**config.mk**
```make
export PLATFORM = sky130hd
export DESIGN_NAME = prog_loader_flat
export DESIGN_NICKNAME = d
export VERILOG_FILES = /design/src/rtl/prog_loader_if.sv /design/src/rtl/prog_loader.sv /design/src/flat_wrapper.sv
export SDC_FILE = /design/constraint.sdc
export NUM_CORES = 1
export LEC_CHECK = 0
export ABC_AREA = 1
export BUFFER_PORTS_ARGS = -buffer_cell sky130_fd_sc_hd__buf_4
export CAP_MARGIN = 20
export CORE_ASPECT_RATIO = 1.25
export CORE_UTILIZATION = 30
export DETAILED_ROUTE_END_ITERATION = 8
export HOLD_SLACK_MARGIN = 0.06
export SLEW_MARGIN = 20
export SYNTH_ARGS = -nofsm -noshare
export SYNTH_HDL_FRONTEND = slang
export SYNTH_SLANG_ARGS = --single-unit
export TNS_END_PERCENT = 1
```
**constraint.sdc**
```tcl
create_clock -name clk_i -period 6.3 [get_ports clk_i]
set_clock_uncertainty 0.05 [all_clocks]
set_input_delay 0.945 -clock clk_i [delete_from_list [all_inputs] [get_ports clk_i]]
set_output_delay 0.945 -clock clk_i [all_outputs]
set_load 0.05 [all_outputs]
```
**src/rtl/prog_loader_if.sv**
```systemverilog
// prog_loader_if: write-port bundle from prog_loader to the memory adapters'
// controller-write interfaces.
//   we    : one-hot, single-cycle write strobe per target memory
//   addr  : word address (held between strobes)
//   wdata : write data   (held between strobes)
// Modports: master (loader side, drives), slave (memory adapter side).
interface prog_loader_if #(
  parameter int DataWidth  = 32,
  parameter int AddrWidth  = 12,
  parameter int NumTargets = 2
);
  logic [NumTargets-1:0] we;
  logic [AddrWidth-1:0]  addr;
  logic [DataWidth-1:0]  wdata;

  modport master (output we, addr, wdata);
  modport slave  (input  we, addr, wdata);
endinterface

```
**src/rtl/prog_loader.sv**
```systemverilog
// prog_loader: UART 8N1 receiver feeding a framed loader that writes words
// into one of NumTargets memories and holds the core in reset while
// programming mode is active.
// Frame: TARGET, ADDR_LO, ADDR_HI, LEN_LO, LEN_HI, LEN*(DataWidth/8) data
// bytes (little-endian), then an XOR checksum over the data bytes.
// Ports:
//   clk_i          system clock
//   rst_ni         asynchronous active-low reset
//   prog_i         programming-mode level
//   clks_per_bit_i UART bit period in clk_i cycles (clamped to >= 4)
//   rx_i           UART serial input, idle high, asynchronous
//   wr_bus         write port bundle (we / addr / wdata)
//   prog_rst_no    core reset, low while programming
//   done_o         one-cycle pulse when a frame ends with a good checksum
//   err_o          sticky error flag, cleared by the next accepted target
//   err_code_o     last error: 0 framing, 1 bad target, 2 checksum, 3 abort
module prog_loader #(
  parameter int DataWidth  = 32,
  parameter int AddrWidth  = 12,
  parameter int NumTargets = 2,
  parameter int CntWidth   = 16
) (
  input  logic                clk_i,
  input  logic                rst_ni,
  input  logic                prog_i,
  input  logic [CntWidth-1:0] clks_per_bit_i,
  input  logic                rx_i,
  prog_loader_if.master       wr_bus,
  output logic                prog_rst_no,
  output logic                done_o,
  output logic                err_o,
  output logic [1:0]          err_code_o
);
  localparam int NumBytes = DataWidth / 8;
  localparam int IdxWidth = (NumBytes > 1) ? $clog2(NumBytes) : 1;
  localparam int TgtWidth = (NumTargets > 1) ? $clog2(NumTargets) : 1;
  localparam int ByteBits = 8;
  localparam logic [IdxWidth-1:0] LastIdx    = IdxWidth'(NumBytes - 1);
  localparam logic [7:0]          NumTgtByte = 8'(NumTargets);
  localparam logic [CntWidth-1:0] MinPeriod  = CntWidth'(3'd4);
  localparam logic [1:0] ErrFraming = 2'd0;
  localparam logic [1:0] ErrTarget  = 2'd1;
  localparam logic [1:0] ErrCsum    = 2'd2;
  localparam logic [1:0] ErrAbort   = 2'd3;

  function automatic logic [7:0] csum_next(input logic [7:0] csum, input logic [7:0] b);
    return csum ^ b;
  endfunction

  // ---------------- UART receiver ----------------
  typedef enum logic [1:0] {RxIdle, RxStart, RxData, RxStop} rx_state_e;
  rx_state_e           rx_state_q, rx_state_d;
  logic                rx_meta_q, rx_sync_q, rx_prev_q;
  logic [CntWidth-1:0] rx_cnt_q, rx_cnt_d, rx_period_q, rx_period_d;
  logic [2:0]          rx_bit_q, rx_bit_d;
  logic [7:0]          rx_shift_q, rx_shift_d;
  logic                rx_valid_q, rx_valid_d, rx_ferr_q, rx_ferr_d;
  logic                rx_fall_s, rx_half_s, rx_full_s;

  assign rx_fall_s = rx_prev_q & ~rx_sync_q;
  assign rx_half_s = (rx_cnt_q == ({1'b0, rx_period_q[CntWidth-1:1]} - CntWidth'(1'b1)));
  assign rx_full_s = (rx_cnt_q == (rx_period_q - CntWidth'(1'b1)));

  // Two-flop synchroniser plus a delayed copy for falling-edge detection.
  always_ff @(posedge clk_i or negedge rst_ni) begin
    if (!rst_ni) begin
      rx_meta_q <= 1'b1;
      rx_sync_q <= 1'b1;
      rx_prev_q <= 1'b1;
    end else begin
      rx_meta_q <= rx_i;
      rx_sync_q <= rx_meta_q;
      rx_prev_q <= rx_sync_q;
    end
  end

  // Receiver state and datapath registers.
  always_ff @(posedge clk_i or negedge rst_ni) begin
    if (!rst_ni) begin
      rx_state_q  <= RxIdle;
      rx_cnt_q    <= '0;
      rx_period_q <= MinPeriod;
      rx_bit_q    <= 3'd0;
      rx_shift_q  <= 8'h00;
      rx_valid_q  <= 1'b0;
      rx_ferr_q   <= 1'b0;
    end else begin
      rx_state_q  <= rx_state_d;
      rx_cnt_q    <= rx_cnt_d;
      rx_period_q <= rx_period_d;
      rx_bit_q    <= rx_bit_d;
      rx_shift_q  <= rx_shift_d;
      rx_valid_q  <= rx_valid_d;
      rx_ferr_q   <= rx_ferr_d;
    end
  end

  // Receiver next state; a high line at the half-period start check is a glitch.
  always_comb begin
    rx_state_d = rx_state_q;
    if (!prog_i) begin
      rx_state_d = RxIdle;
    end else begin
      case (rx_state_q)
        RxIdle:  if (rx_fall_s) rx_state_d = RxStart; else rx_state_d = RxIdle;
        RxStart: if (rx_half_s) rx_state_d = rx_sync_q ? RxIdle : RxData;
                 else rx_state_d = RxStart;
        RxData:  if (rx_full_s && (rx_bit_q == 3'd7)) rx_state_d = RxStop;
                 else rx_state_d = RxData;
        RxStop:  if (rx_full_s) rx_state_d = RxIdle; else rx_state_d = RxStop;
        default: rx_state_d = RxIdle;
      endcase
    end
  end

  // Receiver counters, shift register and byte/framing-error pulses.
  always_comb begin
    rx_cnt_d    = rx_cnt_q;
    rx_period_d = rx_period_q;
    rx_bit_d    = rx_bit_q;
    rx_shift_d  = rx_shift_q;
    rx_valid_d  = 1'b0;
    rx_ferr_d   = 1'b0;
    if (!prog_i) begin
      rx_cnt_d = '0;
      rx_bit_d = 3'd0;
    end else begin
      case (rx_state_q)
        RxIdle: begin
          rx_cnt_d = '0;
          if (rx_fall_s) begin
            rx_period_d = (clks_per_bit_i < MinPeriod) ? MinPeriod : clks_per_bit_i;
          end else begin
            rx_period_d = rx_period_q;
          end
        end
        RxStart: begin
          if (rx_half_s) begin
            rx_cnt_d = '0;
            rx_bit_d = 3'd0;
          end else begin
            rx_cnt_d = rx_cnt_q + CntWidth'(1'b1);
          end
        end
        RxData: begin
          if (rx_full_s) begin
            rx_cnt_d   = '0;
            rx_shift_d = {rx_sync_q, rx_shift_q[7:1]};
            rx_bit_d   = rx_bit_q + 3'd1;
          end else begin
            rx_cnt_d = rx_cnt_q + CntWidth'(1'b1);
          end
        end
        RxStop: begin
          if (rx_full_s) begin
            rx_cnt_d = '0;
            if (rx_sync_q) rx_valid_d = 1'b1; else rx_ferr_d = 1'b1;
          end else begin
            rx_cnt_d = rx_cnt_q + CntWidth'(1'b1);
          end
        end
        default: rx_cnt_d = '0;
      endcase
    end
  end

  // ---------------- Frame FSM ----------------
  typedef enum logic [2:0] {
    StIdle, StTarget, StAddrLo, StAddrHi, StLenLo, StLenHi, StData, StCsum
  } st_e;
  st_e                   state_q, state_d;
  logic [TgtWidth-1:0]   tgt_q, tgt_d;
  logic [7:0]            lo_q, lo_d;        // low byte waiting for its high byte
  logic [AddrWidth-1:0]  cur_addr_q, cur_addr_d;
  logic [15:0]           count_q, count_d;
  logic [IdxWidth-1:0]   idx_q, idx_d;
  logic [DataWidth-1:0]  word_q, word_d;
  logic [7:0]            csum_q, csum_d;
  logic [NumTargets-1:0] we_q, we_d;
  logic [AddrWidth-1:0]  addr_q, addr_d;
  logic [DataWidth-1:0]  wdata_q, wdata_d;
  logic                  prog_rst_q, prog_rst_d, done_q, done_d, err_q, err_d;
  logic [1:0]            err_code_q, err_code_d;
  logic                  tgt_ok_s, word_last_s, mid_frame_s;
  logic [15:0]           pair_s;
  logic [DataWidth-1:0]  word_asm_s;

  assign tgt_ok_s    = (rx_shift_q < NumTgtByte);
  assign word_last_s = (idx_q == LastIdx);
  assign mid_frame_s = (state_q != StIdle) && (state_q != StTarget);
  assign pair_s      = {rx_shift_q, lo_q};
  // New byte enters at the top so the first byte of a word ends up in the LSBs.
  assign word_asm_s  = (word_q >> ByteBits) | (DataWidth'(rx_shift_q) << (DataWidth - ByteBits));

  // Frame state and datapath registers.
  always_ff @(posedge clk_i or negedge rst_ni) begin
    if (!rst_ni) begin
      state_q    <= StIdle;
      tgt_q      <= '0;
      lo_q       <= 8'h00;
      cur_addr_q <= '0;
      count_q    <= 16'd0;
      idx_q      <= '0;
      word_q     <= '0;
      csum_q     <= 8'h00;
      we_q       <= '0;
      addr_q     <= '0;
      wdata_q    <= '0;
      prog_rst_q <= 1'b1;
      done_q     <= 1'b0;
      err_q      <= 1'b0;
      err_code_q <= 2'd0;
    end else begin
      state_q    <= state_d;
      tgt_q      <= tgt_d;
      lo_q       <= lo_d;
      cur_addr_q <= cur_addr_d;
      count_q    <= count_d;
      idx_q      <= idx_d;
      word_q     <= word_d;
      csum_q     <= csum_d;
      we_q       <= we_d;
      addr_q     <= addr_d;
      wdata_q    <= wdata_d;
      prog_rst_q <= prog_rst_d;
      done_q     <= done_d;
      err_q      <= err_d;
      err_code_q <= err_code_d;
    end
  end

  // Frame next state: abort beats framing error beats byte handling.
  always_comb begin
    state_d = state_q;
    if (!prog_i) begin
      state_d = StIdle;
    end else if (state_q == StIdle) begin
      state_d = StTarget;
    end else if (rx_ferr_q) begin
      state_d = StTarget;
    end else if (rx_valid_q) begin
      case (state_q)
        StTarget: if (tgt_ok_s) state_d = StAddrLo; else state_d = StTarget;
        StAddrLo: state_d = StAddrHi;
        StAddrHi: state_d = StLenLo;
        StLenLo:  state_d = StLenHi;
        StLenHi:  if (pair_s == 16'd0) state_d = StCsum; else state_d = StData;
        StData:   if (word_last_s && (count_q == 16'd1)) state_d = StCsum;
                  else state_d = StData;
        StCsum:   state_d = StTarget;
        default:  state_d = StIdle;
      endcase
    end else begin
      state_d = state_q;
    end
  end

  // Frame datapath and registered outputs.
  always_comb begin
    tgt_d      = tgt_q;
    lo_d       = lo_q;
    cur_addr_d = cur_addr_q;
    count_d    = count_q;
    idx_d      = idx_q;
    word_d     = word_q;
    csum_d     = csum_q;
    we_d       = '0;
    addr_d     = addr_q;
    wdata_d    = wdata_q;
    done_d     = 1'b0;
    err_d      = err_q;
    err_code_d = err_code_q;
    prog_rst_d = (state_d == StIdle);
    if (!prog_i) begin
      if (mid_frame_s) begin
        err_d      = 1'b1;
        err_code_d = ErrAbort;
      end else begin
        err_d = err_q;
      end
    end else if (state_q == StIdle) begin
      idx_d = '0;
    end else if (rx_ferr_q) begin
      err_d      = 1'b1;
      err_code_d = ErrFraming;
    end else if (rx_valid_q) begin
      case (state_q)
        StTarget: begin
          if (tgt_ok_s) begin
            tgt_d  = TgtWidth'(rx_shift_q);
            err_d  = 1'b0;
            csum_d = 8'h00;
          end else begin
            err_d      = 1'b1;
            err_code_d = ErrTarget;
          end
        end
        StAddrLo: lo_d = rx_shift_q;
        StAddrHi: cur_addr_d = AddrWidth'(pair_s);
        StLenLo:  lo_d = rx_shift_q;
        StLenHi: begin
          count_d = pair_s;
          idx_d   = '0;
        end
        StData: begin
          csum_d = csum_next(csum_q, rx_shift_q);
          word_d = word_asm_s;
          if (word_last_s) begin
            we_d[tgt_q] = 1'b1;
            addr_d      = cur_addr_q;
            wdata_d     = word_asm_s;
            cur_addr_d  = cur_addr_q + AddrWidth'(1'b1);
            count_d     = count_q - 16'd1;
            idx_d       = '0;
          end else begin
            idx_d = idx_q + IdxWidth'(1'b1);
          end
        end
        StCsum: begin
          if (rx_shift_q == csum_q) begin
            done_d = 1'b1;
          end else begin
            err_d      = 1'b1;
            err_code_d = ErrCsum;
          end
        end
        default: done_d = 1'b0;
      endcase
    end else begin
      done_d = 1'b0;
    end
  end

  assign wr_bus.we    = we_q;
  assign wr_bus.addr  = addr_q;
  assign wr_bus.wdata = wdata_q;
  assign prog_rst_no  = prog_rst_q;
  assign done_o       = done_q;
  assign err_o        = err_q;
  assign err_code_o   = err_code_q;
endmodule

```
**src/flat_wrapper.sv**
```systemverilog
// flat-port wrapper written by rule: the top's interface ports become plain ports
module prog_loader_flat 
#(
  parameter int DataWidth  = 32,
  parameter int AddrWidth  = 12,
  parameter int NumTargets = 2,
  parameter int CntWidth   = 16
)
  (clk_i, rst_ni, prog_i, clks_per_bit_i, rx_i, prog_rst_no, done_o, err_o, err_code_o, wr_bus_we, wr_bus_addr, wr_bus_wdata);
  prog_loader_if #(.DataWidth(DataWidth), .AddrWidth(AddrWidth), .NumTargets(NumTargets)) wr_bus_i ();
  input  logic clk_i;
  input  logic rst_ni;
  input  logic prog_i;
  input  logic [CntWidth-1:0] clks_per_bit_i;
  input  logic rx_i;
  output logic prog_rst_no;
  output logic done_o;
  output logic err_o;
  output logic [1:0] err_code_o;
  output wire logic [$bits(wr_bus_i.we)-1:0] wr_bus_we;
  output wire logic [$bits(wr_bus_i.addr)-1:0] wr_bus_addr;
  output wire logic [$bits(wr_bus_i.wdata)-1:0] wr_bus_wdata;
  assign wr_bus_we = wr_bus_i.we;
  assign wr_bus_addr = wr_bus_i.addr;
  assign wr_bus_wdata = wr_bus_i.wdata;
  prog_loader #(.DataWidth(DataWidth), .AddrWidth(AddrWidth), .NumTargets(NumTargets), .CntWidth(CntWidth)) u_core (.clk_i(clk_i), .rst_ni(rst_ni), .prog_i(prog_i), .clks_per_bit_i(clks_per_bit_i), .rx_i(rx_i), .wr_bus(wr_bus_i), .prog_rst_no(prog_rst_no), .done_o(done_o), .err_o(err_o), .err_code_o(err_code_o));
endmodule
```
== Yosys cells after proc, flatten, opt, wreduce, memory -nomap -nowiden ==
Index checks and enable logic that the tools add are counted.

* Flip-flop bits (word level): 183
* Word-level logic and storage cells: 173
* Output and inout bits: 51

* Equal/unequal tests: 28
* Add/subtract/negate cells: 7
* Magnitude comparators: 4
* Reductions and logical operators: 30
* Muxes and demuxes: 73
* Bitwise gates (word level): 6

{| class="wikitable"
|+ Operators by type and width
! cell !! number
|-
| 16-bit 2-to-1 mux || 5
|-
| 16-bit one-hot mux with 3 select lines || 1
|-
| 2-bit 2-to-1 mux || 22
|-
| 6-bit AND reduction || 6
|-
| 16-bit equality test || 2
|-
| 24-bit by 32-bit bitwise OR with 32-bit output || 1
|-
| 16-bit one-hot mux with 2 select lines || 1
|-
| 16-bit by 1-bit subtractor with 16-bit output (second input constant) || 2
|-
| 1-bit 2-to-1 mux || 26
|-
| 12-bit one-hot mux with 2 select lines || 1
|-
| 3-bit 2-to-1 mux || 7
|-
| 3-bit one-hot mux with 7 select lines || 1
|-
| 16-bit by 1-bit adder with 16-bit output (second input constant) || 1
|-
| 16-bit by 1-bit equality test with 1-bit output (second input constant) || 1
|-
| 16-bit zero test || 1
|-
| 16-bit by 3-bit < comparator with 1-bit output (second input constant) || 1
|-
| 8-bit one-hot mux with 2 select lines || 1
|-
| 15-bit by 1-bit subtractor with 16-bit output (second input constant) || 1
|-
| 3-bit equality test (second input constant) || 5
|-
| 5-bit AND reduction || 3
|-
| 12-bit by 1-bit adder with 12-bit output (second input constant) || 1
|-
| 12-bit 2-to-1 mux || 1
|-
| 2-bit nonzero test || 5
|-
| 3-bit by 1-bit != test with 1-bit output (second input constant) || 3
|-
| 31 further kinds || 49
|}

== Depth between registers and ports, before layout ==
Gate-level depths: netlist (run 1).

* Depth in word-level cells: 10
* Mapped depth: 18

== Worst setup path before layout (run 1) ==
No wires, ideal clock.

* Path type: in2reg
* From: input prog_i
* To: register u_core.wdata_q[22] (netlist: u_core.wr_bus.wdata[22])
* Arrival: 2150 ps
* Library setup time: 131 ps
* Cell stages on the path: 9
* Buffers on the path: 2
* Setup slack: 3970 ps
* Cell sequence: clkinv_1 nor2_1 nand2_1 inv_1 nand2_1 clkbuf_1 clkbuf_1 nand2_1 o21ai_0

* Word-level cells in the longest chain between the ends: 1

{| class="wikitable"
|+ RTL lines
! what !! line !! text
|-
| start, declared || flat_wrapper.sv:13 || <nowiki>input logic prog_i;</nowiki>
|-
| 6-bit AND reduction (no source line) || -- ||
|-
| end signal, assigned || prog_loader.sv:224 || <nowiki>wdata_q <= wdata_d;</nowiki>
|-
| end, declared || prog_loader.sv:181 || <nowiki>logic [DataWidth-1:0] wdata_q, wdata_d;</nowiki>
|}

No other way between the ends.
A chain may end at the register's enable or synchronous reset.

== Final worst setup path (run 1) ==
* From: input prog_i
* To: register u_core.idx_q[0]

* Word-level cells in the longest chain between the ends: 1

{| class="wikitable"
|+ RTL lines
! what !! line !! text
|-
| 4-bit AND reduction (no source line) || -- ||
|-
| end signal, assigned || prog_loader.sv:219 || <nowiki>idx_q <= idx_d;</nowiki>
|-
| end, declared || prog_loader.sv:176 || <nowiki>logic [IdxWidth-1:0] idx_q, idx_d;</nowiki>
|}

No other way between the ends.

==> results.txt, run 1 <==
The number of cell rows is 70. The prevailing post-synth register cell is dfrtp_1. The global-route usage over all layers is between 10% and 20%.

The flow ran to the end, and the final reports show no timing, DRC or antenna violations. In this run the vertical extent of the chip is slightly below 200 um. The global-route wire length before repair came out at 35960 um.

The cell type of the slowest stage on the worst timing path is nor2_4. The total overflow left after global routing is 0. The number of antenna violations at the first check in global routing came out at 0. The average wire length per cell after detail routing is 13.19 um. The number of global-route vias before repair is 7146. The reg-to-reg critical path startpoint is u_core.state_q[0]. For the worst setup path, the data required time is between 6 and 7 ns.

The share of flip-flops with an asynchronous set or reset after synthesis is 100.0%. The total setup buffers inserted after CTS came out at 0. STA classifies the critical path endpoint as a register. The most critical setup path has its endpoint at u_core.idx_q[0]. The longest clock path from root to sink contains 2 buffers. The sequential cells in the finished layout cover a total of 0.004385 sq mm.

The share of the clock period used by the worst path came out at about half. The power per cell area is ~240 mW/mm^2. The total number of cells along the worst setup path came out at 9. Measured in cells, the most critical reg-to-reg path has a length of 7.

The number of placed instances, taps included, is approximately 1600. The final max-slew violation count is 0. The routed wire length is 21220 um. The total of warnings raised by yosys is 0.

In this run the critical register-to-register path is captured at u_core.idx_q[0]. The starting density of the core is 30.60%. The clock buffer count from CTS is 17. The net count after synthesis is 1170.

The critical path goes through buf_4 -> clkinv_1 -> nor2_1 -> nand2_1 -> nor2_4 -> inv_1 -> o211ai_1 -> nand4_1 -> o21ai_0. The layout overhead on the synthesized area came out at 16.98%. The share of final-layout standard cells stronger than drive strength 1 is between 10% and 20%.

The total number of H-tree levels is 4. The number of top-level pins came out at 71. The worst-skew pair later-pin latency came out at approximately 0.43 ns. The area used by multi-input combinational logic is 0.003970 sq mm. The count of flip-flops with a built-in enable after synthesis came out at 0. The maximum fanout along the worst path came out at 53. The number of failing hold endpoints at the final stage came out at 0.

The time the final worst path needs with I/O delays and setup is between 3 and 4 ns. For this design, the CTS-stage hold fixing added 0 buffers. The cell count after synthesis came out at 1141. The die width came out at ~160 um. The post-cts repair resize count is 0. The distinct cell type count of the synthesized netlist came out at 43.

The detailed router finished its first iteration with ~470 violations. The share of the synthesized area in the top cell type is between 40% and 50%. The die outline area is approximately 0.03 sq mm.

The internal reg-to-reg setup slack is ~3.4 ns. The critical path starts at prog_i. The critical path is of the input port to register type.

At the end of routability-driven placement, the weighted congestion stood at around 0.87. Counting both buffers and inverters, the worst setup path holds a total of 3. The pre-antenna-repair detailed-routing pass consisted of 6 iterations. The worst hold slack is around 0.33 ns. The via total after detailed routing came out at 7448. The longest individual stage delay on the worst path is ~0.76 ns.

The maximum number of pins on one net before global-route repair came out at 87. Of all cell types, the one taking the most synthesized area is dfrtp_1. Fill cells in the final layout number roughly 3100.

Clock-pin slew was measured on the worst setup and hold paths at around 0.070 ns. The tree built by TritonCTS fans out to around 180 sinks. The floorplan core area is around 0.029 sq mm.

By area the synthesized netlist is led by dfrtp_1 47%, nand2_1 12%, o21ai_0 7.6%, inv_1 5.5%, nor2_1 4.4%. The HPWL after detailed placement is 15480 um. Total power for the finished layout comes to between 2000 and 3000 uW. Setup violations remaining at the end of the flow were counted as 0. The average instance area after synthesis is around 7.9 sq um. The post-synth design cell area is ~0.009 sq mm. The maximum achievable frequency came out at 325.6 MHz. The number of vias per cell came out at between 4 and 5. The proportion of synthesized chip area in sequential cells came out at 48.71%. The number of buffers added on ports came out at 70.

TritonCTS built the clock tree. The family with the most delay on the worst path is simple AND/OR/NAND/NOR gates. The min-delay analysis places its worst path in the category register to register. The worst relative slew slack is around 36%. Max-cap violations in this run came to 0. After the last flow step, the layout net total stands at 1229. The non-filler instance count after layout is ~1600. The antenna cell count is 0. The maximum resistive drop on vdd came out at around 0.14 mV. Setup repair after global routing left no endpoint under its margin. The root buffer cell is clkbuf_16. The synthesized design contains approximately 180 register bits. The total negative slack is 0 ns.

The post-detailed-route DRC marker count came out at 0. The post-detailed-route count of antenna-violating nets came out at 0. The arrival time of the worst setup path is 3.36 ns.

The startpoint type of the worst setup path is an input port. The final core utilization is around 36%. For the pin with the worst max-slew slack, the measured transition is roughly 0.96 ns. The leakage power is ~0.0050 uW.
[cell type report]
class | count | area share [%]
inverters | 135 | 4.811
flip-flops and latches | 175 | 41.64
multi-input cells | 798 | 37.69
repair buffers | 73 | 5.239
clock buffers | 17 | 4.039
well taps | 396 | 4.704
clock inverters | 15 | 1.877
[power by group]
group / internal [uW] / switching [uW] / total (uW)
registers: 1150 / 34.3 / 1180
clock network: 550 / 548 / 1100
logic: 96.8 / 192 / 289
[per-layer routing]
metal	track usage [%]	wire, um
met3	2.496	571
met5	0	0
met4	4.684	375
met2	25.55	10550
met1	18.36	9725
[synth_stat cells (2+ instances only)]
master      n
nand3b_1    7
dfrtp_1   170
o21ai_1     3
nand2_1   299
nor2_2     20
nor2_1    106
nand2_2     5
mux2_2      2
inv_2       2
buf_2       5
a22oi_1     3
xor2_1     31
nand3_1    62
nor2_4      5
inv_1     131
dfstp_2     5
clkinv_1    2
ha_1        9
o22ai_1     4
o21ai_0   137
a31oi_1    15
clkbuf_1   26
nor3_1     10
o211ai_1    2
nand4_1    22
a21oi_1    19
xnor2_1    14
nor4_1      9
nand2_4     2
[sequential cells by signal (all words and copies together) (netlist names), 8 cells and up]
register,count
u_core.wr_bus.wdata,32
u_core.word_q,24
u_core.count_q,16
u_core.rx_cnt_q,16
u_core.rx_period_q,16
u_core.cur_addr_q,12
u_core.wr_bus.addr,12
u_core.csum_q,8
u_core.lo_q,8
u_core.rx_shift_q,8
[through the flow]
step,setup slack [ns],area [sq um]
after global routing,2.901,10530
after global placement,2.770,9907
final,3.229,10530
after detailed placement,2.770,9907
after CTS,2.995,10530
after floorplan,3.970,9004
[layout by cell type, fill, tap and decap left out, types with 2 or more instances in the layout]
master     Yosys  layout
clkinv_1       2       2
o22ai_1        4       4
nor4_1         9       9
o211ai_1       2       2
xor2_1        31      31
o21ai_0      137     137
nor2_1       106     105
a22oi_1        3       3
dfstp_2        5       5
ha_1           9       9
inv_6          0       3
dfrtp_1      170     170
mux2_2         2       2
clkbuf_16      0      17
inv_8          0       3
buf_4          0      72
nand3_1       62      62
nand4_1       22      22
nand2_4        2       2
nand2_2        5       7
inv_2          2       2
nand2_1      299     297
inv_1        131     131
xnor2_1       14      14
inv_12         0       3
a31oi_1       15      15
nor2_2        20      20
a21oi_1       19      19
nor3_1        10      10
nor2_4         5       6
nand3b_1       7       7
o21ai_1        3       3
clkinv_8       0       5
[how the worst min path moves through the flow]
stage,startpoint,end,slack (ns),depth (start not counted)
after detailed placement,u_core.rx_meta_q,u_core.rx_sync_q,0.32,0
after global routing,u_core.rx_meta_q,u_core.rx_sync_q,0.33,0
after CTS,u_core.rx_meta_q,u_core.rx_sync_q,0.33,0
after floorplan,u_core.rx_meta_q,u_core.rx_sync_q,0.30,0
final,u_core.rx_meta_q,u_core.rx_sync_q,0.33,0
after global placement,u_core.rx_meta_q,u_core.rx_sync_q,0.32,0
[logic make-up (layout without fill, tap and decap cells)]
family                     count (synthesis)  after routing  synth area share (%)
AOI/OAI and AO/OA                        187            187                 10.99
adders and majority gates                  9              9                 1.251
and+or+nand+nor                          554            554                 26.97
muxes                                      3              3                0.3613
xor gates and xnor gates                  45             45                 4.377
buffers and inverters                    168            240                 7.337
DFF                                      175            175                 48.71
Note: power is estimated with default switching activity, not from simulation.
==> inputs of run 2 (changes only) <==
==> constraint.sdc (replaced) <==
create_clock -name clk_i -period 2.5 [get_ports clk_i]
set_clock_uncertainty 0.05 [all_clocks]
set_input_delay 0.375 -clock clk_i [delete_from_list [all_inputs] [get_ports clk_i]]
set_output_delay 0.375 -clock clk_i [all_outputs]
set_load 0.05 [all_outputs]
==> results.txt, run 2 (synthesis gave the netlist of run 1 again) <==
The maximum resistive drop on vdd is 0.3895 mV (was 0.1398 mV). The maximum number of buffers from clock root to sink came out at 2 (unchanged). The classification of the worst-slack hold path is input port to register (was register to register).

The die outline height came out at 195.7 um (unchanged). The reg-to-reg critical path startpoint is u_core.rx_period_q[2] (was u_core.state_q[0]). The number of antenna violations at the first check in global routing is 0 (unchanged). The post-detailed-route count of antenna-violating nets is 0 (unchanged).

The share of final-layout standard cells stronger than drive strength 1 came to 14.46% (was 12.78%). The number of cell rows came out at 70 (unchanged). The total setup violations reported at the end of the flow came out at 0 (unchanged). The critical path capture point is u_core.rx_cnt_q[8] (was u_core.idx_q[0]). Critical path cell sequence: inv_1 -> ha_2 -> xor2_1 -> o21ai_0 -> nor2_1 -> nand3_1 -> nor2_1 -> nand2_1 -> o21ai_2 -> nand2_4 -> nand2_8 -> nor2_2 (was buf_4 -> clkinv_1 -> nor2_1 -> nand2_1 -> nor2_4 -> inv_1 -> o211ai_1 -> nand4_1 -> o21ai_0). The share of the clock period used by the worst path came out at a little over nine tenths. The element type at the critical path end is a register (unchanged).

The most common cell after layout, fill and taps aside is nand2_1 (unchanged). The layout overhead on the synthesized area came out at 19.87% (was 16.98%). The time the final worst path needs with I/O delays and setup came out at 2.420 ns. The die outline area is 0.03071 sq mm (unchanged). The post-detailed-route DRC marker count came out at 0 (unchanged). The final max-slew violation count came out at 0 (unchanged). Commonest non-fill, non-tap cells in the layout: 296 x nand2_1, 170 x dfrtp_1, 137 x o21ai_0 (was 297 x nand2_1, 170 x dfrtp_1, 137 x o21ai_0). The family with the most delay on the worst path is simple AND/OR/NAND/NOR gates (unchanged). The internal reg-to-reg setup slack is 0.08 ns (was 3.41 ns). The count of nets after finishing was 1247 (was 1229). The maximum number of pins on one net before global-route repair came to 87 (unchanged).

The number of vias per cell was 4.657 (was 4.629). The CTS clock-pin slew for the worst setup and hold paths came out at 0.08 ns (was 0.07 ns). The cell type of the slowest stage on the worst timing path is dfstp_2 (was nor2_4). The power per cell area came out at 609.0 mW/mm^2 (was 244.0 mW/mm^2). The global-route wire length before repair is 35640 um (was 35960 um). The worst relative slew slack is 47.73% (was 36.03%). The max-cap check violation count was 0 (unchanged). The HPWL after detailed placement came out at 15700 um (was 15480 um). The floorplan core area was 0.02943 sq mm (unchanged). The transition time of the tightest slew-check pin came out at 0.7812 ns (was 0.9573 ns). The clock buffer count from CTS is 17 (unchanged).

Unrepaired setup endpoints after global routing: true (was false). The number of global-route vias before repair came to 7266 (was 7146). The first-pass iteration count of the detailed router came to 7 (was 6). The final core utilization came out at 36.68% (was 35.79%). The number of top-level pins is 71 (unchanged).

The arrival time of the worst setup path is 2.68 ns (was 3.36 ns). The die width is 157.0 um (unchanged). The longest individual stage delay on the worst path is 0.56 ns (was 0.76 ns). The maximum fanout along the worst path is 8 (was 53). The via total after detailed routing was 7577 (was 7448). The depth of the worst register-to-register path came out at 12 (was 7).

The total number of cells along the worst setup path is 12 (was 9). The leakage power came out at 0.005115 uW (was 0.005007 uW). The terminus of the critical flop-to-flop path is u_core.rx_cnt_q[8] (was u_core.idx_q[0]). The total number of H-tree levels came out at 4 (unchanged).

The global route total overflow came out at 0 (unchanged). The average wire length per cell after detail routing came out at 13.36 um (was 13.19 um). The critical path required time came out at 2.76 ns (was 6.59 ns).

The maximum achievable frequency came out at around 410 MHz. Result of the run: complete, no violations (unchanged). The startpoint type of the worst setup path is a register (was input port). The buffer and inverter count on the worst path came out at 1 (was 3).

The global-route usage over all layers came to 14.62% (was 14.71%). The number of clock sinks is 175 (unchanged). The antenna cell count came to 0 (unchanged). The root buffer cell is clkbuf_16 (unchanged). The number of buffers added on ports was 70 (unchanged). The routability congestion estimate from global placement is 0.8725 (was 0.8742). In this design, the critical path's most frequently occurring cell is nor2_1.

The worst setup path startpoint is u_core.rx_period_q[2] (was prog_i). The worst hold slack was 0.1042 ns (was 0.3286 ns). The TritonCTS clock tree is built (unchanged).

The number of failing hold endpoints at the final stage came out at 0 (unchanged). The violation count after the first detailed-routing iteration came out at 465 (was 468). The starting density of the core is 30.60% (unchanged).

The flip-flop count of the largest register, all copies and words added came to 32 (unchanged). The worst-skew pair later-pin latency came to 0.43 ns (about the same). The routed wire length is 21740 um (was 21220 um).

The type of the worst setup path is register to register (was input port to register).
## run 2: final cells by class
class	instances	area, sq um
clock buffer	17	425.4
clock inverter	15	210.2
fill	3102	18640
inverter	135	506.7
multi-input combinational	799	4023
sequential	175	4385
tap	396	495.5
timing repair buffer	90	747.0
## run 2: through the flow
| step | power [uW] | setup TNS (ns) | std cells | setup WS, ns | cell area (sq um) |
|---|---|---|---|---|---|
| finish | 6572 | 0 | 1627 | 0.08036 | 10790 |
| global route | 6877 | -0.008433 | 1627 | -0.008433 | 10790 |
| CTS | 6653 | 0 | 1625 | 0.03286 | 10720 |
| detailed placement | 3793 | 0 | 1591 | 0.05597 | 10060 |
| global placement | 3779 | 0 | 1591 | 0.1133 | 10060 |
| floorplan | 3545 | 0 | 1141 | 0.3428 | 9004 |
## run 2: worst min-delay path by stage
stage / from / end / slack [ns] / cells past startpoint
after floorplan: rst_ni / u_core.count_q[0] / 0.03 / 0
after global placement: u_core.rx_meta_q / u_core.rx_sync_q / 0.32 / 0
after detailed placement: u_core.rx_meta_q / u_core.rx_sync_q / 0.32 / 0
after CTS: clks_per_bit_i[8] / u_core.rx_period_q[8] / 0.09 / 3
after global routing: clks_per_bit_i[4] / u_core.rx_period_q[4] / 0.1 / 3
final: clks_per_bit_i[8] / u_core.rx_period_q[8] / 0.10 / 3
## run 2: report_power, final
group,total [uW],switching (uW),internal (uW)
sequential,2990,89.2,2900
combinational,761,500,261
clock,2830,1360,1470
## run 2: worst reg2reg max path: stages, from the launching register on
cell	delay, ns
dfstp_2	0.56
inv_1	0.08
ha_2	0.34
xor2_1	0.14
o21ai_0	0.11
nor2_1	0.12
nand3_1	0.10
nor2_1	0.16
nand2_1	0.13
o21ai_2	0.23
nand2_4	0.12
nand2_8	0.13
nor2_2	0.04
## run 2: what timing repair did
item | in CTS | in global routing
buffers inserted | 0 | 1
hold buffers | 2 | 0
endpoints found under the setup margin | 0 | 28
hold endpoints to repair | 53 | 0
resized for setup | 0 | 11
## run 2: metal layers
layer / global-route usage [%] / routed length, um / vias up
met2: 26.04 / 11020 / 179
met4: 5.447 / 391 / 0
met3: 1.878 / 747 / 24
met1: 17.80 / 9587 / 3544
li1: - / - / 3830
met5: 0 / 0 / -
==> inputs of run 3 (changes only) <==
--- a/config.mk
+++ b/config.mk
@@ -12,6 +12,7 @@
 export CORE_UTILIZATION = 30
 export DETAILED_ROUTE_END_ITERATION = 8
 export HOLD_SLACK_MARGIN = 0.06
+export PLACE_DENSITY = 0.44
 export SLEW_MARGIN = 20
 export SYNTH_ARGS = -nofsm -noshare
 export SYNTH_HDL_FRONTEND = slang
==> results.txt, run 3 (synthesis gave the netlist of run 1 again) <==
Result of the run: complete, no violations (unchanged). The most common cell after layout, fill and taps aside is nand2_1 (unchanged). The total power after layout was 6535 uW (was 6572 uW). The longest individual stage delay on the worst path is 0.56 ns (about the same). The standard cell area after detailed placement came out at 0.01018 sq mm (was 0.01006 sq mm). The global route total overflow came out at 0 (unchanged). The number of antenna violations at the first check in global routing came out at 0 (unchanged). The total number of H-tree levels came out at 4 (unchanged).

The clock buffer count from CTS is 17 (unchanged). The routability congestion estimate from global placement is 0.8169 (was 0.8725). The maximum number of pins on one net before global-route repair is 87 (unchanged). The maximum achievable frequency was 428.0 MHz (was 413.3 MHz). The maximum number of buffers from clock root to sink came to 2 (unchanged). The global-route wire length before repair came out at 39430 um (was 35640 um).

The element type at the critical path end was a register (unchanged). The sequential share of power is 45.7% (was 45.4%). The startpoint type of the worst setup path is a register (unchanged). The post-detailed-route DRC marker count came to 0 (unchanged).

The final max-slew violation count came out at 0 (unchanged). The die outline area is 0.03071 sq mm (unchanged). The number of clock sinks came out at 175 (unchanged). Critical path cell sequence: inv_1 -> ha_4 -> xor2_1 -> o21ai_0 -> nor2_1 -> nand3_1 -> nor2_1 -> nand2_1 -> o21ai_2 -> nand2_4 -> nand2_8 -> nor2_1 (was inv_1 -> ha_2 -> xor2_1 -> o21ai_0 -> nor2_1 -> nand3_1 -> nor2_1 -> nand2_1 -> o21ai_2 -> nand2_4 -> nand2_8 -> nor2_2). The routed wire length came out at 23850 um (was 21740 um). The power per cell area was 600.5 mW/mm^2 (was 609.0 mW/mm^2). The die width came out at 157.0 um (unchanged). The slack of the critical path came out at 0.1635 ns (was 0.08036 ns). The share of the clock period used by the worst path came out at 93.46% (was 96.79%). The number of global-route vias before repair is 7463 (was 7266).

The share of final-layout standard cells stronger than drive strength 1 came out at 15.54% (was 14.46%). The layout overhead on the synthesized area came out at 20.86% (was 19.87%). The maximum resistive drop on vdd is 0.4446 mV (was 0.3895 mV). The count of placed standard cells including taps is 1608 (was 1591).

The root buffer cell is clkbuf_16 (unchanged). The post-place setup slack came out at 0.03727 ns (was 0.05597 ns). The post-route standard cell area excluding fillers came out at 0.01088 sq mm (was 0.01079 sq mm). The violation count after the first detailed-routing iteration came out at 363 (was 465).

The classification of the worst-slack hold path is input port to register (unchanged). The non-filler instance count after layout is 1644 (was 1627). The CTS clock-pin slew for the worst setup and hold paths is 0.08 ns (about the same). The worst-skew pair later-pin latency came to 0.44 ns (was 0.43 ns). The number of top-level pins is 71 (unchanged).

The TritonCTS clock tree is built (unchanged). The max-cap check violation count is 0 (unchanged). The leakage power is 0.005183 uW (was 0.005115 uW). The worst hold slack came out at 0.08528 ns (was 0.1042 ns). The die outline height is 195.7 um (unchanged). Commonest non-fill, non-tap cells in the layout: 297 x nand2_1, 170 x dfrtp_1, 137 x o21ai_0 (was 296 x nand2_1, 170 x dfrtp_1, 137 x o21ai_0). The worst relative slew slack came to 41.66% (was 47.73%). The transition time of the tightest slew-check pin is 0.8719 ns (was 0.7812 ns). The internal power came to 4639 uW (was 4627 uW). The type of the worst setup path is register to register (unchanged). The HPWL after detailed placement was 17730 um (was 15700 um). The antenna cell count came to 0 (unchanged). The fraction of power consumed by combinational cells came out at 12.2% (was 11.6%). The clock network power share is 42.1% (was 43.0%). The arrival time of the worst setup path is 2.61 ns (was 2.68 ns). The maximum fanout along the worst path came out at 8 (unchanged). The time the final worst path needs with I/O delays and setup is 2.337 ns (was 2.420 ns). The critical path required time came out at 2.77 ns (was 2.76 ns). The global-route usage over all layers is 16.56% (was 14.62%). The count of nets after finishing is 1264 (was 1247). The via total after detailed routing came out at 7468 (was 7577). The cell with the most instances on the worst path is nor2_1 (unchanged). The count of filler cells inserted in the layout was 3121 (was 3102). The number of buffers added on ports is 70 (unchanged). The number of vias per cell came to 4.543 (was 4.657). The switching power came out at 1895 uW (was 1945 uW).

The starting density of the core is 30.60% (unchanged). The buffer and inverter count on the worst path was 1 (unchanged). The post-detailed-route count of antenna-violating nets came out at 0 (unchanged). The number of failing hold endpoints at the final stage came out at 0 (unchanged). The first-pass iteration count of the detailed router came out at 5 (was 7).

The cell type of the slowest stage on the worst timing path is dfstp_2 (unchanged). The floorplan core area came to 0.02943 sq mm (unchanged). The number of cell rows is 70 (unchanged). The flip-flop count of the largest register, all copies and words added is 32 (unchanged).

The average wire length per cell after detail routing is 14.50 um (was 13.36 um). The net switching share of the total power came out at 29.01% (was 29.59%). The total setup violations reported at the end of the flow came out at 0 (unchanged). The family with the most delay on the worst path is simple AND/OR/NAND/NOR gates (unchanged).
run 3: stage by stage:
stage | setup TNS [ns] | utilization, %
2_1_floorplan | 0 | -
3_3_place_gp | 0 | 34.58
3_5_place_dp | 0 | 34.58
4_1_cts | 0 | 36.70
5_1_grt | -0.1086 | 36.98
6_report | 0 | 36.98
run 3: timing repair:
item,CTS,global route
endpoints found under the hold margin,43,0
resized for setup,0,11
hold buffers,2,0
buffers inserted,0,1
setup endpoints to repair,0,27
run 3: area by class of cell:
class	count	area [sq um]	share of cell area (%)
Sequential cell	175	4385	40.30
Multi-Input combinational cell	799	4030	37.04
Timing Repair Buffer	107	862.1	7.922
Inverter	135	506.7	4.657
Tap cell	396	495.5	4.553
Clock buffer	18	439.2	4.036
Clock inverter	14	162.7	1.495
run 3: power groups by stage:
stage	clock [uW]	combinational [uW]	sequential (uW)
2_1_floorplan	0	499	3050
3_3_place_gp	0	792	3040
3_5_place_dp	0	789	3040
4_1_cts	2850	795	2980
5_1_grt	2950	915	3000
6_report	2750	798	2980
run 3: path summary, 6_finish.rpt:
kind / from / to / slack [ns] / depth (start not counted)
setup / recovery: u_core.rx_period_q[2] / u_core.rx_cnt_q[13] / 0.16 / 12
hold / removal: clks_per_bit_i[15] / u_core.rx_period_q[15] / 0.09 / 3
setup reg to reg: u_core.rx_period_q[2] / u_core.rx_cnt_q[13] / 0.16 / 12
hold reg to reg: u_core.rx_meta_q / u_core.rx_sync_q / 0.32 / 0
max in group asynchronous: rst_ni / u_core.rx_sync_q / 1.32 / 3
min in group asynchronous: rst_ni / u_core.wr_bus.wdata[3] / 0.38 / 2
run 3: worst register-to-register path: stages (launching register included):
cell	delay (ns)
dfstp_2	0.56
inv_1	0.09
ha_4	0.27
xor2_1	0.12
o21ai_0	0.09
nor2_1	0.11
nand3_1	0.10
nor2_1	0.17
nand2_1	0.11
o21ai_2	0.19
nand2_4	0.14
nand2_8	0.14
nor2_1	0.06
run 3: layer usage:
metal  up-vias  global-route usage [%]  share of wire [%]
met1      3481                   20.09                 44
met2        99                   29.48                 51
met5         -                       0                  0
met3        19                   2.761                2.9
met4         0                   5.265                1.6
li1       3869                       -                  -
